<file path="src/rtl/spi_bridge_pkg.sv">
// Shared SPI bridge definitions: FSM state encoding and the {rw, addr, data} frame layout.
// Used by the SPI master engine, the capture slave and the APB front end.
package spi_bridge_pkg;

  typedef enum logic [2:0] {IDLE, SHIFT, HOLD, GAP, RESP} spi_state_t;

  localparam int WIDTH_DEF  = 8;
  localparam int FRAME_BITS = 2*WIDTH_DEF + 1;
  localparam int RW_BIT     = 2*WIDTH_DEF;
  localparam int ADDR_MSB   = 2*WIDTH_DEF - 1;
  localparam int ADDR_LSB   = WIDTH_DEF;
  localparam int DATA_MSB   = WIDTH_DEF - 1;
  localparam int DATA_LSB   = 0;

  function automatic int frame_bits(input int width);
    return 2*width + 1;
  endfunction

endpackage

</file>
<file path="src/rtl/spi_clk_div.sv">
// SCLK half-period timer: emits a one-cycle tick every CLK_DIV enabled cycles.
// Reloads on i_load or on its own tick, so every half-period and state starts fresh.
module spi_clk_div #(
  parameter int CLK_DIV = 4
) (
  input  logic PCLK,
  input  logic reset,
  input  logic i_load,
  input  logic i_en,
  output logic o_half_tick
);

  localparam int            CW     = (CLK_DIV > 1) ? $clog2(CLK_DIV) : 1;
  localparam logic [CW-1:0] RELOAD = CW'(CLK_DIV - 1);

  logic [CW-1:0] r_cnt;

  assign o_half_tick = i_en && (r_cnt == '0);

  // NOTE: sequential state uses non-blocking assignments so every register samples pre-edge values.
  always_ff @(posedge PCLK or posedge reset) begin
    if (reset) begin
      r_cnt <= RELOAD;
    end else if (i_load || o_half_tick) begin
      r_cnt <= RELOAD;
    end else if (i_en) begin
      r_cnt <= r_cnt - CW'(1);
    end
  end

endmodule

</file>
<file path="src/rtl/spi_master_engine.sv">
// SPI mode-0 initiator: serialises {rw, addr, wdata} MSB first and returns the
// last WIDTH MISO samples of a read frame through a valid/ready response port.
module spi_master_engine
  import spi_bridge_pkg::*;
#(
  parameter int WIDTH   = 8,
  parameter int CLK_DIV = 4
) (
  input  logic             PCLK,
  input  logic             reset,
  input  logic             cmd_valid,
  output logic             cmd_ready,
  input  logic [2*WIDTH:0] cmd_data,
  output logic             rsp_valid,
  input  logic             rsp_ready,
  output logic [WIDTH-1:0] rsp_data,
  output logic             busy,
  output logic             SCLK,
  output logic             CS_n,
  output logic             MOSI,
  input  logic             MISO
);

  localparam int N_BITS = frame_bits(WIDTH);
  localparam int BCW    = $clog2(N_BITS);

  spi_state_t        r_state, w_next;
  logic [N_BITS-1:0] r_tx;
  logic [WIDTH-1:0]  r_rx;
  logic [BCW-1:0]    r_bit_cnt;
  logic              r_rw;
  logic              r_sclk;
  logic              r_cs_n;
  logic              r_cmd_ready;
  logic              r_rsp_valid;
  logic [WIDTH-1:0]  r_rsp_data;

  logic w_accept, w_rsp_hs, w_half_tick, w_div_load, w_div_en;

  assign w_accept = cmd_valid && r_cmd_ready;
  assign w_rsp_hs = r_rsp_valid && rsp_ready;

  spi_clk_div #(.CLK_DIV(CLK_DIV)) u_clk_div (
    .PCLK        (PCLK),
    .reset       (reset),
    .i_load      (w_div_load),
    .i_en        (w_div_en),
    .o_half_tick (w_half_tick)
  );

  always_ff @(posedge PCLK or posedge reset) begin
    if (reset) r_state <= IDLE;
    else       r_state <= w_next;
  end

  // NOTE: every always_comb output gets a default first so no path can infer a latch.
  always_comb begin
    w_next     = r_state;
    w_div_load = 1'b0;
    w_div_en   = 1'b1;
    case (r_state)
      IDLE: begin
        w_div_load = 1'b1;
        w_div_en   = 1'b0;
        if (w_accept) w_next = SHIFT;
      end
      SHIFT: if (w_half_tick && r_sclk && (r_bit_cnt == '0)) w_next = HOLD;
      HOLD:  if (w_half_tick) w_next = GAP;
      // A response still pending when the deselect time ends parks the FSM in RESP.
      GAP:   if (w_half_tick) w_next = (r_rsp_valid && !rsp_ready) ? RESP : IDLE;
      RESP: begin
        w_div_load = 1'b1;
        w_div_en   = 1'b0;
        if (w_rsp_hs) w_next = IDLE;
      end
      default: w_next = IDLE;
    endcase
  end

  // NOTE: the shift registers are reset too, because MOSI and rsp_data are taken straight from them.
  always_ff @(posedge PCLK or posedge reset) begin
    if (reset) begin
      r_tx        <= '0;
      r_rx        <= '0;
      r_bit_cnt   <= '0;
      r_rw        <= 1'b0;
      r_sclk      <= 1'b0;
      r_cs_n      <= 1'b1;
      r_cmd_ready <= 1'b0;
      r_rsp_valid <= 1'b0;
      r_rsp_data  <= '0;
    end else begin
      r_cmd_ready <= (w_next == IDLE);
      if (w_rsp_hs) r_rsp_valid <= 1'b0;
      case (r_state)
        IDLE: if (w_accept) begin
          r_tx      <= cmd_data;
          r_rw      <= cmd_data[2*WIDTH];
          r_cs_n    <= 1'b0;
          r_sclk    <= 1'b0;
          r_bit_cnt <= BCW'(N_BITS - 1);
        end
        SHIFT: if (w_half_tick) begin
          if (!r_sclk) begin
            r_sclk <= 1'b1;
            r_rx   <= {r_rx[WIDTH-2:0], MISO};
          end else begin
            r_sclk <= 1'b0;
            if (r_bit_cnt == '0) begin
              r_tx <= '0;
            end else begin
              r_bit_cnt <= r_bit_cnt - BCW'(1);
              r_tx      <= r_tx << 1;
            end
          end
        end
        HOLD: if (w_half_tick) begin
          r_cs_n <= 1'b1;
          if (!r_rw) begin
            r_rsp_valid <= 1'b1;
            r_rsp_data  <= r_rx;
          end
        end
        default: ;
      endcase
    end
  end

  assign cmd_ready = r_cmd_ready;
  assign rsp_valid = r_rsp_valid;
  assign rsp_data  = r_rsp_data;
  assign busy      = (r_state != IDLE);
  assign SCLK      = r_sclk;
  assign CS_n      = r_cs_n;
  assign MOSI      = r_tx[N_BITS-1];

endmodule

</file>
<file path="config.mk">
export PLATFORM = sky130hd
export DESIGN_NAME = spi_master_engine
export DESIGN_NICKNAME = d
export VERILOG_FILES = /design/src/rtl/spi_bridge_pkg.sv /design/src/rtl/spi_clk_div.sv /design/src/rtl/spi_master_engine.sv
export SDC_FILE = /design/constraint.sdc
export NUM_CORES = 1
export LEC_CHECK = 0
export CAP_MARGIN = 20
export CORE_MARGIN = 2
export CORE_UTILIZATION = 53
export CTS_CLUSTER_DIAMETER = 120
export DETAILED_ROUTE_END_ITERATION = 7
export HOLD_SLACK_MARGIN = 0.02
export PLACE_DENSITY = 0.79
export SLEW_MARGIN = 20
export SYNTH_ARGS = -nofsm -noshare
export SYNTH_HDL_FRONTEND = slang
export SYNTH_HIERARCHICAL = 1
export SYNTH_SLANG_ARGS = --single-unit
</file>
<file path="constraint.sdc">
create_clock -name PCLK -period 2.95 [get_ports PCLK]
set_clock_uncertainty 0.05 [all_clocks]
set_input_delay 0.59 -clock PCLK [delete_from_list [all_inputs] [get_ports PCLK]]
set_output_delay 0.59 -clock PCLK [all_outputs]
set_load 0.02 [all_outputs]
</file>
==> impl_metrics.tcl <==
set metrics [dict create \
    status "complete, no violations" \
    switching_power_mw 0.804 \
    r2r_slack_ps 530 \
    ctsResizeCount 0 \
    dieArea_sq_um 4880 \
    setup_tns_ps 0 \
    synthSimpleGateAreaFrac_pct 11.8 \
    yosysTopAreaCellShare_pct 49.0 \
    max-slew-margin-rel_pct 50.9 \
    peakVddDrop_mv 0.510 \
    ys.warnings.count 6 \
    reg2regPathDepth 6 \
    cts_htree_levels 2 \
    min_from "CS_n$_DFFE_PP1P_" \
    synth_cells 180 \
    critPathMaxFanout 11 \
    dp_slack_ps 532 \
    cp-start-kind "register" \
    sw_frac_of_total_pct 32.3 \
    core_sq_um 4090 \
    synth_top_family_by_area "multiplexers" \
    synth_nets 205 \
    path_cells "or3_4 > clkdlybuf4s50_1" \
    die_h_um 69.8 \
    synth-edff-count 0 \
    post-route-period-util_pct 82.5 \
    cap_viol_max_count 0 \
    synth_ff_type "dfrtp_1" \
    place_area_sq_um 2650 \
    finalWirelength_um 4280 \
    power_density_nw_per_um2 902 \
    synth-xor-area-share_pct 1.14 \
    num-fill-cells 288 \
    dp.cells 258 \
    syn_area_sq_um 2300 \
    grt_pass1_vias 1566 \
    r2r_end "rsp_data[7]$_DFFE_PP0P_" \
    drive_gt1_share_pct 25.9 \
    critPathKind "register to output pin" \
    post_cts_buffers 0 \
    post-route-worst-setup-slack_ps 518 \
    rsz0062_at_grt "false" \
    area_delta_synth_final_pct 20.0 \
    maxSlewViolCount 0 \
    drt_drc_violations_left 0 \
    synth.yosys.seq_area_share_pct 52.5 \
    seqPwrFrac_pct 44.2 \
    grt_pass1_wl_um 7670 \
    synthArstFlopShare_pct 100 \
    cts_root_buf "clkbuf_8" \
    io_pins 36 \
    dpl.hpwl_um 3080 \
    holdBufCountCts 0 \
    setup_viol 0 \
    clock-sinks 48 \
    ys_ff_latch 48 \
    final_common_cell "dfrtp_1" \
    wl_per_cell_um 16.1 \
    cp-end-kind "output pin" \
    leakagePower_nw 1.26 \
    gp_congestion 0.834 \
    yosysTopAreaCell "dfrtp_1" \
    critPathArrivalTime_ps 1790 \
    period_needed_ps 2430 \
    reg2reg_from "r_state[0]$_DFF_PP0_" \
    vias 1481 \
    vias_per_cell 5.57 \
    synthMuxAreaShare_pct 17.2 \
    clock.fmax_mhz 411 \
    antenna_found_initial 0 \
    hold_path.class "register to register" \
    drtPass1Iterations 4 \
    ys_types 40 \
    ys_top_cells_by_area "dfrtp_1 (49%), mux2_2 (11%), a22o_1 (6.1%), mux2_4 (5.9%), dfstp_2 (3.4%)" \
    overflow 0 \
    fp.dieW_um 69.8 \
    worst_slew_pin_slew_ps 737 \
    holdPathEnd "CS_n$_DFFE_PP1P_" \
    combPwrFrac_pct 37.1 \
    cts_made_buffers 5 \
    synthAdderAreaFrac_pct 1.63 \
    cts_buffer_depth 2 \
    drt_iter0_markers 142 \
    max_stage_delay_ps 550 \
    ant_nets 0 \
    final_nets 240 \
    avgSynthCellArea_sq_um 12.8 \
    instances_no_fill 266 \
    final_area_sq_um 2760 \
    cts_tree "yes" \
    critical-path-slowest-cell "clkdlybuf4s50_1" \
    clkLatencyLatePin_ps 300 \
    p_int_mw 1.68 \
    hold_violations 0 \
    clkSlewWorstSetupHoldPaths_ps 80 \
    final_cell_mix "dfrtp_1 (45), clkdlybuf4s50_1 (35), mux2_2 (23)" \
    crit_required_ps 2310 \
    start_util_pct 56.2 \
    diodes 0 \
    grt_max_degree 47 \
    p_clk_share_pct 18.8 \
    hold_path_depth 2 \
    rows 23 \
    synth_compound_area_share_pct 10.6 \
    portBuffers 35 \
    grt_use_total_pct 20.0 \
]
[critical path, delay by kind of cell (launching register included)]
kind	cells	cell delay (ps)
buffers and inverters	1	550
flip-flops	1	490
AND/OR/NAND/NOR	1	450
[power groups by stage]
stage / logic, mW / registers, mW / clock network (mW)
2_1_floorplan: 0.766 / 1.06 / 0
3_3_place_gp: 0.868 / 1.08 / 0
3_5_place_dp: 0.932 / 1.10 / 0
4_1_cts: 0.934 / 1.10 / 0.479
5_1_grt: 1.02 / 1.14 / 0.511
6_report: 0.922 / 1.10 / 0.467
[per-stage QoR]
| stage | power (mW) | utilization, % | hold WS, ps |
|---|---|---|---|
| finish | 2.49 | 67.5 | 450 |
| global route | 2.67 | 67.5 | 481 |
| CTS | 2.51 | 67.5 | 458 |
| detailed placement | 2.04 | 64.8 | 444 |
| global placement | 1.95 | 64.8 | 438 |
| floorplan | 1.82 | - | 417 |
[cell type report]
cell class / instances / area, sq um / share of cell area, %
flip-flops and latches: 48 / 1200 / 43.7
multi-input cells: 113 / 972 / 35.3
repair buffers: 38 / 373 / 13.5
clock buffers: 5 / 68.8 / 2.50
well taps: 50 / 62.6 / 2.27
clock inverters: 3 / 42.5 / 1.54
inverters: 9 / 33.8 / 1.23
[per-layer routing]
layer  wire, um  track usage, %
met2       2170            31.9
met3        129            4.22
met5          0               0
met1       1910            26.6
met4         72            8.12
[cells in the mapped netlist (2+ instances only)]
| cell type | count |
|---|---|
| dfrtp_1 | 45 |
| mux2_2 | 23 |
| a22o_1 | 16 |
| inv_1 | 9 |
| mux2_4 | 9 |
| nand2_1 | 9 |
| nor2_1 | 7 |
| o21ai_0 | 5 |
| nand3_1 | 4 |
| nor3_1 | 4 |
| a21o_1 | 3 |
| buf_6 | 3 |
| dfstp_2 | 3 |
| ha_1 | 3 |
| nand4_1 | 3 |
| xor2_1 | 3 |
| a21oi_1 | 2 |
| a31oi_1 | 2 |
| and4bb_2 | 2 |
| buf_2 | 2 |
| buf_4 | 2 |
| clkbuf_1 | 2 |
| nor2_4 | 2 |
[registers in the layout, summed over array words and instances (netlist names)]
register         flops
u_clk_div/r_cnt      2
r_bit_cnt            5
r_tx                17
r_rx                 8
SCLK                 1
r_state              3
CS_n                 1
rsp_valid            1
cmd_ready            1
rsp_data             8
r_rw                 1
[kinds of logic (layout without fill, tap and decap cells)]
logic type                 Yosys count  count (layout)
AOI/OAI and AO/OA                   32              32
xor gates and xnor gates             3               3
adders and majority gates            3               3
buffers and inverters               19              55
DFF                                 48              48
muxes                               32              32
and+or+nand+nor                     43              43
[worst max-delay path by stage]
stage	start	end	slack, ps
floorplan	r_state[0]$_DFF_PP0_	r_tx[1]$_DFFE_PP0P_	690
global placement	cmd_valid	r_tx[14]$_DFFE_PP0P_	660
CTS	r_state[0]$_DFF_PP0_	rsp_data[7]$_DFFE_PP0P_	470
global route	r_state[0]$_DFF_PP0_	rsp_data[5]$_DFFE_PP0P_	310
detailed placement	r_state[0]$_DFF_PP0_	rsp_data[7]$_DFFE_PP0P_	530
finish	r_state[0]$_DFF_PP0_	busy	520
Note: power is estimated with default switching activity, not from simulation.
